--- src/rtl/cr_sys_lpmd_ctrl_pkg.sv ---
// Shared types and constants for the E902 low-power-mode sequencer.
// Holds the state encoding, lpmd_b codes and the default ack timeout width.
package cr_lpmd_pkg;

    localparam int ACK_TO_W_DFLT = 8;

    localparam logic [1:0] LPMD_RUN  = 2'b11;
    localparam logic [1:0] LPMD_WAIT = 2'b10;
    localparam logic [1:0] LPMD_DOZE = 2'b01;
    localparam logic [1:0] LPMD_STOP = 2'b00;

    typedef enum logic [2:0] {
        ST_IDLE,
        ST_DRAIN,
        ST_REQ,
        ST_SLEEP,
        ST_WAKE,
        ST_FIN
    } lpmd_st_e;

endpackage

--- src/rtl/cr_sys_lpmd_ctrl_if.sv ---
// Bundle between CP0/IU/power controller and the lpmd sequencer.
// slave is the sequencer side, master is the surrounding system.
interface cr_sys_lpmd_ctrl_if;

    logic       cp0_lpmd_req;
    logic [1:0] cp0_lpmd_mode;
    logic       iu_pipe_idle;
    logic       iu_sys_lp_wk_int;
    logic       had_yy_xx_dbg;
    logic       pad_lpmd_ack;
    logic [1:0] lpc_lpmd_b;
    logic       lpc_iu_stall;
    logic       lpc_cp0_done;
    logic       lpc_cp0_abort;
    logic       lpc_clk_req;

    modport slave (
        input  cp0_lpmd_req,
        input  cp0_lpmd_mode,
        input  iu_pipe_idle,
        input  iu_sys_lp_wk_int,
        input  had_yy_xx_dbg,
        input  pad_lpmd_ack,
        output lpc_lpmd_b,
        output lpc_iu_stall,
        output lpc_cp0_done,
        output lpc_cp0_abort,
        output lpc_clk_req
    );

    modport master (
        output cp0_lpmd_req,
        output cp0_lpmd_mode,
        output iu_pipe_idle,
        output iu_sys_lp_wk_int,
        output had_yy_xx_dbg,
        output pad_lpmd_ack,
        input  lpc_lpmd_b,
        input  lpc_iu_stall,
        input  lpc_cp0_done,
        input  lpc_cp0_abort,
        input  lpc_clk_req
    );

endinterface

--- src/rtl/cr_sys_lpmd_ctrl_ack_timer.sv ---
// Saturating acknowledge-timeout counter for the lpmd sequencer.
// term is high once the counter reaches all-ones; it never wraps.
module cr_lpmd_ack_timer #(
    parameter int W = 8
) (
    input  logic clk,
    input  logic rst_b,
    input  logic clk_en,
    input  logic clr,
    input  logic inc,
    output logic term
);

    logic [W-1:0] cnt;

    assign term = &cnt;

    // clear wins over increment; counting stops at all-ones
    always_ff @(posedge clk or negedge rst_b) begin
        if (!rst_b) begin
            cnt <= '0;
        end else if (clk_en) begin
            if (clr) begin
                cnt <= '0;
            end else if (inc && !term) begin
                cnt <= cnt + 1'b1;
            end
        end
    end

endmodule

--- src/rtl/cr_sys_lpmd_ctrl.sv ---
// Low-power-mode entry/exit sequencer between CP0/IU and sysio lpmd regs.
// Drains the pipe, presents lpmd_b, handshakes with the power controller.
module cr_sys_lpmd_ctrl
    import cr_lpmd_pkg::*;
#(
    parameter int ACK_TO_W = ACK_TO_W_DFLT
) (
    input logic            sysio_lpmd_gated_clk,
    input logic            cpurst_b,
    input logic            clk_en,
    cr_sys_lpmd_ctrl_if.slave bus
);

    lpmd_st_e   state;
    lpmd_st_e   state_nx;
    logic [1:0] mode_q;
    logic [1:0] mode_nx;
    logic       abt_q;
    logic       abt_nx;
    logic [1:0] lpmd_q;
    logic       stall_q;
    logic       done_q;
    logic       abort_q;
    logic       to_clr;
    logic       to_inc;
    logic       to_term;
    logic       wake;

    assign wake = bus.iu_sys_lp_wk_int | bus.had_yy_xx_dbg;

    cr_lpmd_ack_timer #(
        .W(ACK_TO_W)
    ) u_timer (
        .clk    (sysio_lpmd_gated_clk),
        .rst_b  (cpurst_b),
        .clk_en (clk_en),
        .clr    (to_clr),
        .inc    (to_inc),
        .term   (to_term)
    );

    // next-state decode; wake beats pipe-idle and ack, ack beats timeout
    always_comb begin
        state_nx = state;
        mode_nx  = mode_q;
        abt_nx   = abt_q;
        to_clr   = 1'b0;
        to_inc   = 1'b0;
        unique case (state)
            ST_IDLE: begin
                if (bus.cp0_lpmd_req &&
                    bus.cp0_lpmd_mode != LPMD_RUN) begin
                    mode_nx  = bus.cp0_lpmd_mode;
                    abt_nx   = 1'b0;
                    state_nx = ST_DRAIN;
                end
            end
            ST_DRAIN: begin
                if (wake) begin
                    abt_nx   = 1'b1;
                    state_nx = ST_FIN;
                end else if (bus.iu_pipe_idle) begin
                    to_clr   = 1'b1;
                    state_nx = ST_REQ;
                end
            end
            ST_REQ: begin
                if (wake) begin
                    state_nx = ST_WAKE;
                end else if (bus.pad_lpmd_ack) begin
                    state_nx = ST_SLEEP;
                end else if (to_term) begin
                    abt_nx   = 1'b1;
                    state_nx = ST_WAKE;
                end else begin
                    to_inc = 1'b1;
                end
            end
            ST_SLEEP: begin
                if (wake) begin
                    state_nx = ST_WAKE;
                end
            end
            ST_WAKE: begin
                if (!bus.pad_lpmd_ack) begin
                    state_nx = ST_FIN;
                end
            end
            ST_FIN: begin
                state_nx = ST_IDLE;
            end
            default: begin
                state_nx = ST_IDLE;
            end
        endcase
    end

    // state and registered outputs; pulses only on enabled FIN cycles
    always_ff @(posedge sysio_lpmd_gated_clk or negedge cpurst_b) begin
        if (!cpurst_b) begin
            state   <= ST_IDLE;
            mode_q  <= LPMD_RUN;
            abt_q   <= 1'b0;
            lpmd_q  <= LPMD_RUN;
            stall_q <= 1'b0;
            done_q  <= 1'b0;
            abort_q <= 1'b0;
        end else begin
            done_q  <= clk_en && state == ST_FIN && !abt_q;
            abort_q <= clk_en && state == ST_FIN && abt_q;
            if (clk_en) begin
                state   <= state_nx;
                mode_q  <= mode_nx;
                abt_q   <= abt_nx;
                stall_q <= state_nx != ST_IDLE;
                lpmd_q  <= (state_nx == ST_REQ ||
                            state_nx == ST_SLEEP) ? mode_nx : LPMD_RUN;
            end
        end
    end

    assign bus.lpc_lpmd_b    = lpmd_q;
    assign bus.lpc_iu_stall  = stall_q;
    assign bus.lpc_cp0_done  = done_q;
    assign bus.lpc_cp0_abort = abort_q;
    assign bus.lpc_clk_req   = (state != ST_IDLE) | bus.cp0_lpmd_req;

endmodule

--- src/flat_wrapper.sv ---
// flat-port wrapper written by rule: the top's interface ports become plain ports
module cr_sys_lpmd_ctrl_flat import cr_lpmd_pkg::*;
#(
    parameter int ACK_TO_W = ACK_TO_W_DFLT
)
  (sysio_lpmd_gated_clk, cpurst_b, clk_en, bus_cp0_lpmd_req, bus_cp0_lpmd_mode, bus_iu_pipe_idle, bus_iu_sys_lp_wk_int, bus_had_yy_xx_dbg, bus_pad_lpmd_ack, bus_lpc_lpmd_b, bus_lpc_iu_stall, bus_lpc_cp0_done, bus_lpc_cp0_abort, bus_lpc_clk_req);
  cr_sys_lpmd_ctrl_if bus_i ();
  input logic sysio_lpmd_gated_clk;
  input logic cpurst_b;
  input logic clk_en;
  input wire logic [$bits(bus_i.cp0_lpmd_req)-1:0] bus_cp0_lpmd_req;
  input wire logic [$bits(bus_i.cp0_lpmd_mode)-1:0] bus_cp0_lpmd_mode;
  input wire logic [$bits(bus_i.iu_pipe_idle)-1:0] bus_iu_pipe_idle;
  input wire logic [$bits(bus_i.iu_sys_lp_wk_int)-1:0] bus_iu_sys_lp_wk_int;
  input wire logic [$bits(bus_i.had_yy_xx_dbg)-1:0] bus_had_yy_xx_dbg;
  input wire logic [$bits(bus_i.pad_lpmd_ack)-1:0] bus_pad_lpmd_ack;
  output wire logic [$bits(bus_i.lpc_lpmd_b)-1:0] bus_lpc_lpmd_b;
  output wire logic [$bits(bus_i.lpc_iu_stall)-1:0] bus_lpc_iu_stall;
  output wire logic [$bits(bus_i.lpc_cp0_done)-1:0] bus_lpc_cp0_done;
  output wire logic [$bits(bus_i.lpc_cp0_abort)-1:0] bus_lpc_cp0_abort;
  output wire logic [$bits(bus_i.lpc_clk_req)-1:0] bus_lpc_clk_req;
  assign bus_i.cp0_lpmd_req = bus_cp0_lpmd_req;
  assign bus_i.cp0_lpmd_mode = bus_cp0_lpmd_mode;
  assign bus_i.iu_pipe_idle = bus_iu_pipe_idle;
  assign bus_i.iu_sys_lp_wk_int = bus_iu_sys_lp_wk_int;
  assign bus_i.had_yy_xx_dbg = bus_had_yy_xx_dbg;
  assign bus_i.pad_lpmd_ack = bus_pad_lpmd_ack;
  assign bus_lpc_lpmd_b = bus_i.lpc_lpmd_b;
  assign bus_lpc_iu_stall = bus_i.lpc_iu_stall;
  assign bus_lpc_cp0_done = bus_i.lpc_cp0_done;
  assign bus_lpc_cp0_abort = bus_i.lpc_cp0_abort;
  assign bus_lpc_clk_req = bus_i.lpc_clk_req;
  cr_sys_lpmd_ctrl #(.ACK_TO_W(ACK_TO_W)) u_core (.sysio_lpmd_gated_clk(sysio_lpmd_gated_clk), .cpurst_b(cpurst_b), .clk_en(clk_en), .bus(bus_i));
endmodule
--- config.mk ---
export PLATFORM = sky130hd
export DESIGN_NAME = cr_sys_lpmd_ctrl_flat
export DESIGN_NICKNAME = d
export VERILOG_FILES = /design/src/rtl/cr_sys_lpmd_ctrl_pkg.sv /design/src/rtl/cr_sys_lpmd_ctrl_if.sv /design/src/rtl/cr_sys_lpmd_ctrl_ack_timer.sv /design/src/rtl/cr_sys_lpmd_ctrl.sv /design/src/flat_wrapper.sv
export SDC_FILE = /design/constraint.sdc
export NUM_CORES = 1
export LEC_CHECK = 0
export ABC_AREA = 1
export CAP_MARGIN = 15
export CORE_ASPECT_RATIO = 1.2
export CORE_MARGIN = 2
export CORE_UTILIZATION = 40
export CTS_BUF_LIST = sky130_fd_sc_hd__clkbuf_2 sky130_fd_sc_hd__clkbuf_4 sky130_fd_sc_hd__clkbuf_8
export DETAILED_ROUTE_END_ITERATION = 6
export HOLD_SLACK_MARGIN = 0.08
export SETUP_SLACK_MARGIN = 0.05
export SLEW_MARGIN = 20
export SYNTH_ARGS = -nofsm -noshare
export SYNTH_HDL_FRONTEND = slang
export SYNTH_SLANG_ARGS = --single-unit
--- constraint.sdc ---
create_clock -name sysio_lpmd_gated_clk -period 1.9 [get_ports sysio_lpmd_gated_clk]
set_input_delay 0.38 -clock sysio_lpmd_gated_clk [delete_from_list [all_inputs] [get_ports sysio_lpmd_gated_clk]]
set_output_delay 0.38 -clock sysio_lpmd_gated_clk [all_outputs]
set_load 0.02 [all_outputs]
==> metrics.cfg <==
[sta]
period_share_pct=91.7
finalSetupViolCount=0
rsz0062_at_grt=no
hold_ws_ns=0.389
maxSlewViolCount=0
max_slew.worst_pin.slew_ns=0.247
finalHoldViolations=0
slew_headroom_pct=83.5
fmax_mhz=574
period_minus_slack_ns=1.74
finalClockSkew_ns=0.00134

[logic_synthesis]
synth_nets=171
syn_avg_cell_area_um2=7.21
synth.distinct_cells=23
synth_fa_ha_area_share_pct=1.08
synth-seq-area-share_pct=41.6
synth_xor_xnor_area_share_pct=4.56
synth_compound_area_share_pct=9.65
synth.cell_area_mm2=0.00115
synth-simple-area-share_pct=35.1
synthMuxAreaShare_pct=0
synth-seq-cells=19
synth_top_family_by_area=simple AND/OR/NAND/NOR gates
ys_warn_count=0
syn_inst=160

[detailed_routing]
vias=1088
drt_iter0_drc=22
drt_pass1_iterations=4
drt_wl_total_um=2470
wl_per_cell_um=11.1
via_per_inst=4.88
remaining_drc_errors=0
ant_nets=0

[floorplan]
start_util_pct=41.8
fp.coreArea_mm2=0.00276
rows=21
fp.dieArea_mm2=0.00333
ioPinCount=16
die_h_um=62.8
die_x_um=53.0

[placed_design]
hpwl_um=2010
port_buffers=15
place_inst=219
gp_congestion=0.900

[setup_path]
worstPathRequired_ns=1.52
cp_max_fo=2
startpoint_type=flop
crit_buf_inv=1
critPathArrivalTime_ns=1.36
cp_slowest_cell=dfrtp_1
worstPathCellList=nor2_2 -> nand2_1 -> or2_2 -> buf_2
critPathTopFamily=simple AND/OR/NAND/NOR gates
critical_path_class=reg2out
slowest_delay_ns=0.40
end_kind=output pin

[grt]
grt_busiest_layer=met2
antenna_found_initial=0
grt.met2_usage_pct=32.2
grt_first_pass_wirelength_um=4410
overflow=0
grt_pass1_vias=1084
grt_max_degree=20
gr-usage-met3_pct=2.87
grt_use_met1_pct=18.6
grt_use_total_pct=17.5

[clocking]
cts.path.max_buffers=2
h-tree-depth=1
clk_pin_slew_ns=0.11
clkLatencyLatePin_ns=0.30
cts_setup_buffers=0
numCtsBuffers=3
cts_root_buf=clkbuf_4
cts_tree=yes
postCtsHoldBufs=0
clkSinkCount=19

[power_and_ir_drop]
ir_worst_vdd_uv=517
leakagePower_nw=0.743
powerDensity_mw_per_mm2=1020

[cells_and_area]
fillCellCount=288
diodes=0
layout-drive-gt1-share_pct=17.5
fin_nets=201
area_delta_synth_final_pct=26.4
layout.cells.non_filler=223

[job]
max-cap-violations=0

[status]
run_status=complete, no violations

[min_path]
hold_path_class=in2async

==> final timing paths <==
check                                                           from                                 to  slack (ns)  cells after the start
min reg2reg                                 u_core.abt_q$_DFFE_PN0P_  u_core.bus.lpc_cp0_done$_DFF_PN0_        0.48                      1
max                                      u_core.state[0]$_DFFE_PN0P_                    bus_lpc_clk_req        0.16                      4
max in group asynchronous                                   cpurst_b       u_core.mode_q[1]$_DFFE_PN1P_        1.25                      2
max reg2reg                        u_core.u_timer.cnt[0]$_DFFE_PN0P_  u_core.u_timer.cnt[0]$_DFFE_PN0P_        0.24                     10
min                                                         cpurst_b  u_core.u_timer.cnt[6]$_DFFE_PN0P_        0.39                      2
min in group sysio_lpmd_gated_clk           u_core.abt_q$_DFFE_PN0P_  u_core.bus.lpc_cp0_done$_DFF_PN0_        0.48                      1
==> state kept, by name, indices dropped and copies added, names as in the netlist <==
name,flops
u_core.u_timer.cnt,8
u_core.state,3
u_core.bus.lpc_lpmd_b,2
u_core.mode_q,2
u_core.abt_q,1
u_core.bus.lpc_cp0_abort,1
u_core.bus.lpc_cp0_done,1
u_core.bus.lpc_iu_stall,1
==> report_power, final <==
part           total, mW  switching [mW]  internal [mW]
logic              0.673           0.379          0.294
registers          0.608          0.0810          0.527
clock network      0.213           0.132         0.0803
==> repair_timing <==
action,4_1_cts,5_1_grt
resized for setup,5,3
pin swaps,0,0
cloned,0,0
setup endpoints to repair,1,5
==> per-layer routing <==
layer / up-vias / share of wire, %
met1: 502 / 40
met2: 24 / 54
met3: 5 / 4.0
li1: 557 / -
met4: 0 / 1.6
met5: - / 0
==> Yosys cell counts (all sizes together) <==
cell    number  area (um2)
o21ai       10        68.8
nor3         3        26.3
inv         20        75.1
a21oi        7        35.0
nand3b       3        22.5
xor2         5        43.8
dfrtp       15         375
nand3        9        45.0
nand2       52         200
nor2        24        92.6
ha           1        12.5
nor4         2        12.5
or2          1        6.26
dfstp        4         105
buf          2        16.3
xnor2        1        8.76
o21a         1        7.51
==> worst reg2reg max path, cell delays in order (launching register included) <==
cell and delay (ns):
dfrtp_1 0.43, ha_1 0.25, inv_1 0.08, nor2_1 0.05
nand2_1 0.12, nand2_1 0.10, o21ai_2 0.17, nand2_4 0.14
inv_1 0.14, nor2_1 0.05, nor2_1 0.08
==> stage by stage <==
stage	setup WS [ns]	instance area, um2	setup TNS [ns]	power (mW)	util (%)
2_1_floorplan	0.437	1150	0	1.04	-
3_3_place_gp	-0.0966	1420	-0.0966	1.28	51.5
3_5_place_dp	-0.109	1420	-0.136	1.30	51.5
4_1_cts	0.0504	1450	0	1.52	52.5
5_1_grt	0.0784	1460	0	1.65	52.8
6_report	0.158	1460	0	1.49	52.8
==> kinds of logic (layout without fill, tap and decap cells) <==
family,Yosys count,after routing
buffers and inverters,22,51
AOI/OAI and AO/OA,18,18
and+or+nand+nor,94,94
DFF,19,19
adders and majority gates,1,1
xor gates and xnor gates,6,6
==> layout by cell type, fill, tap and decap left out, types with 2 or more instances in the layout <==
cell / n
nand2_1: 50
nor2_1: 22
inv_1: 19
dfrtp_1: 15
clkdlybuf4s50_1: 12
buf_4: 12
nand3_1: 9
a21oi_1: 7
o21ai_0: 5
xor2_1: 5
o21ai_2: 5
dfstp_2: 4
nand3b_1: 3
clkbuf_4: 3
nor4_1: 2
nor2_2: 2
nor3_1: 2
dlymetal6s2s_1: 2
==> final cells by class <==
| class | count | area [um2] | share of cell area (%) |
|---|---|---|---|
| multi-input cells | 119 | 589 | 40.4 |
| clock buffers | 3 | 22.5 | 1.55 |
| inverters | 20 | 75.1 | 5.15 |
| flip-flops and latches | 19 | 480 | 33.0 |
| clock inverters | 1 | 7.51 | 0.515 |
| well taps | 34 | 42.5 | 2.92 |
| repair buffers | 27 | 240 | 16.5 |
Note: power is estimated with default switching activity, not from simulation.
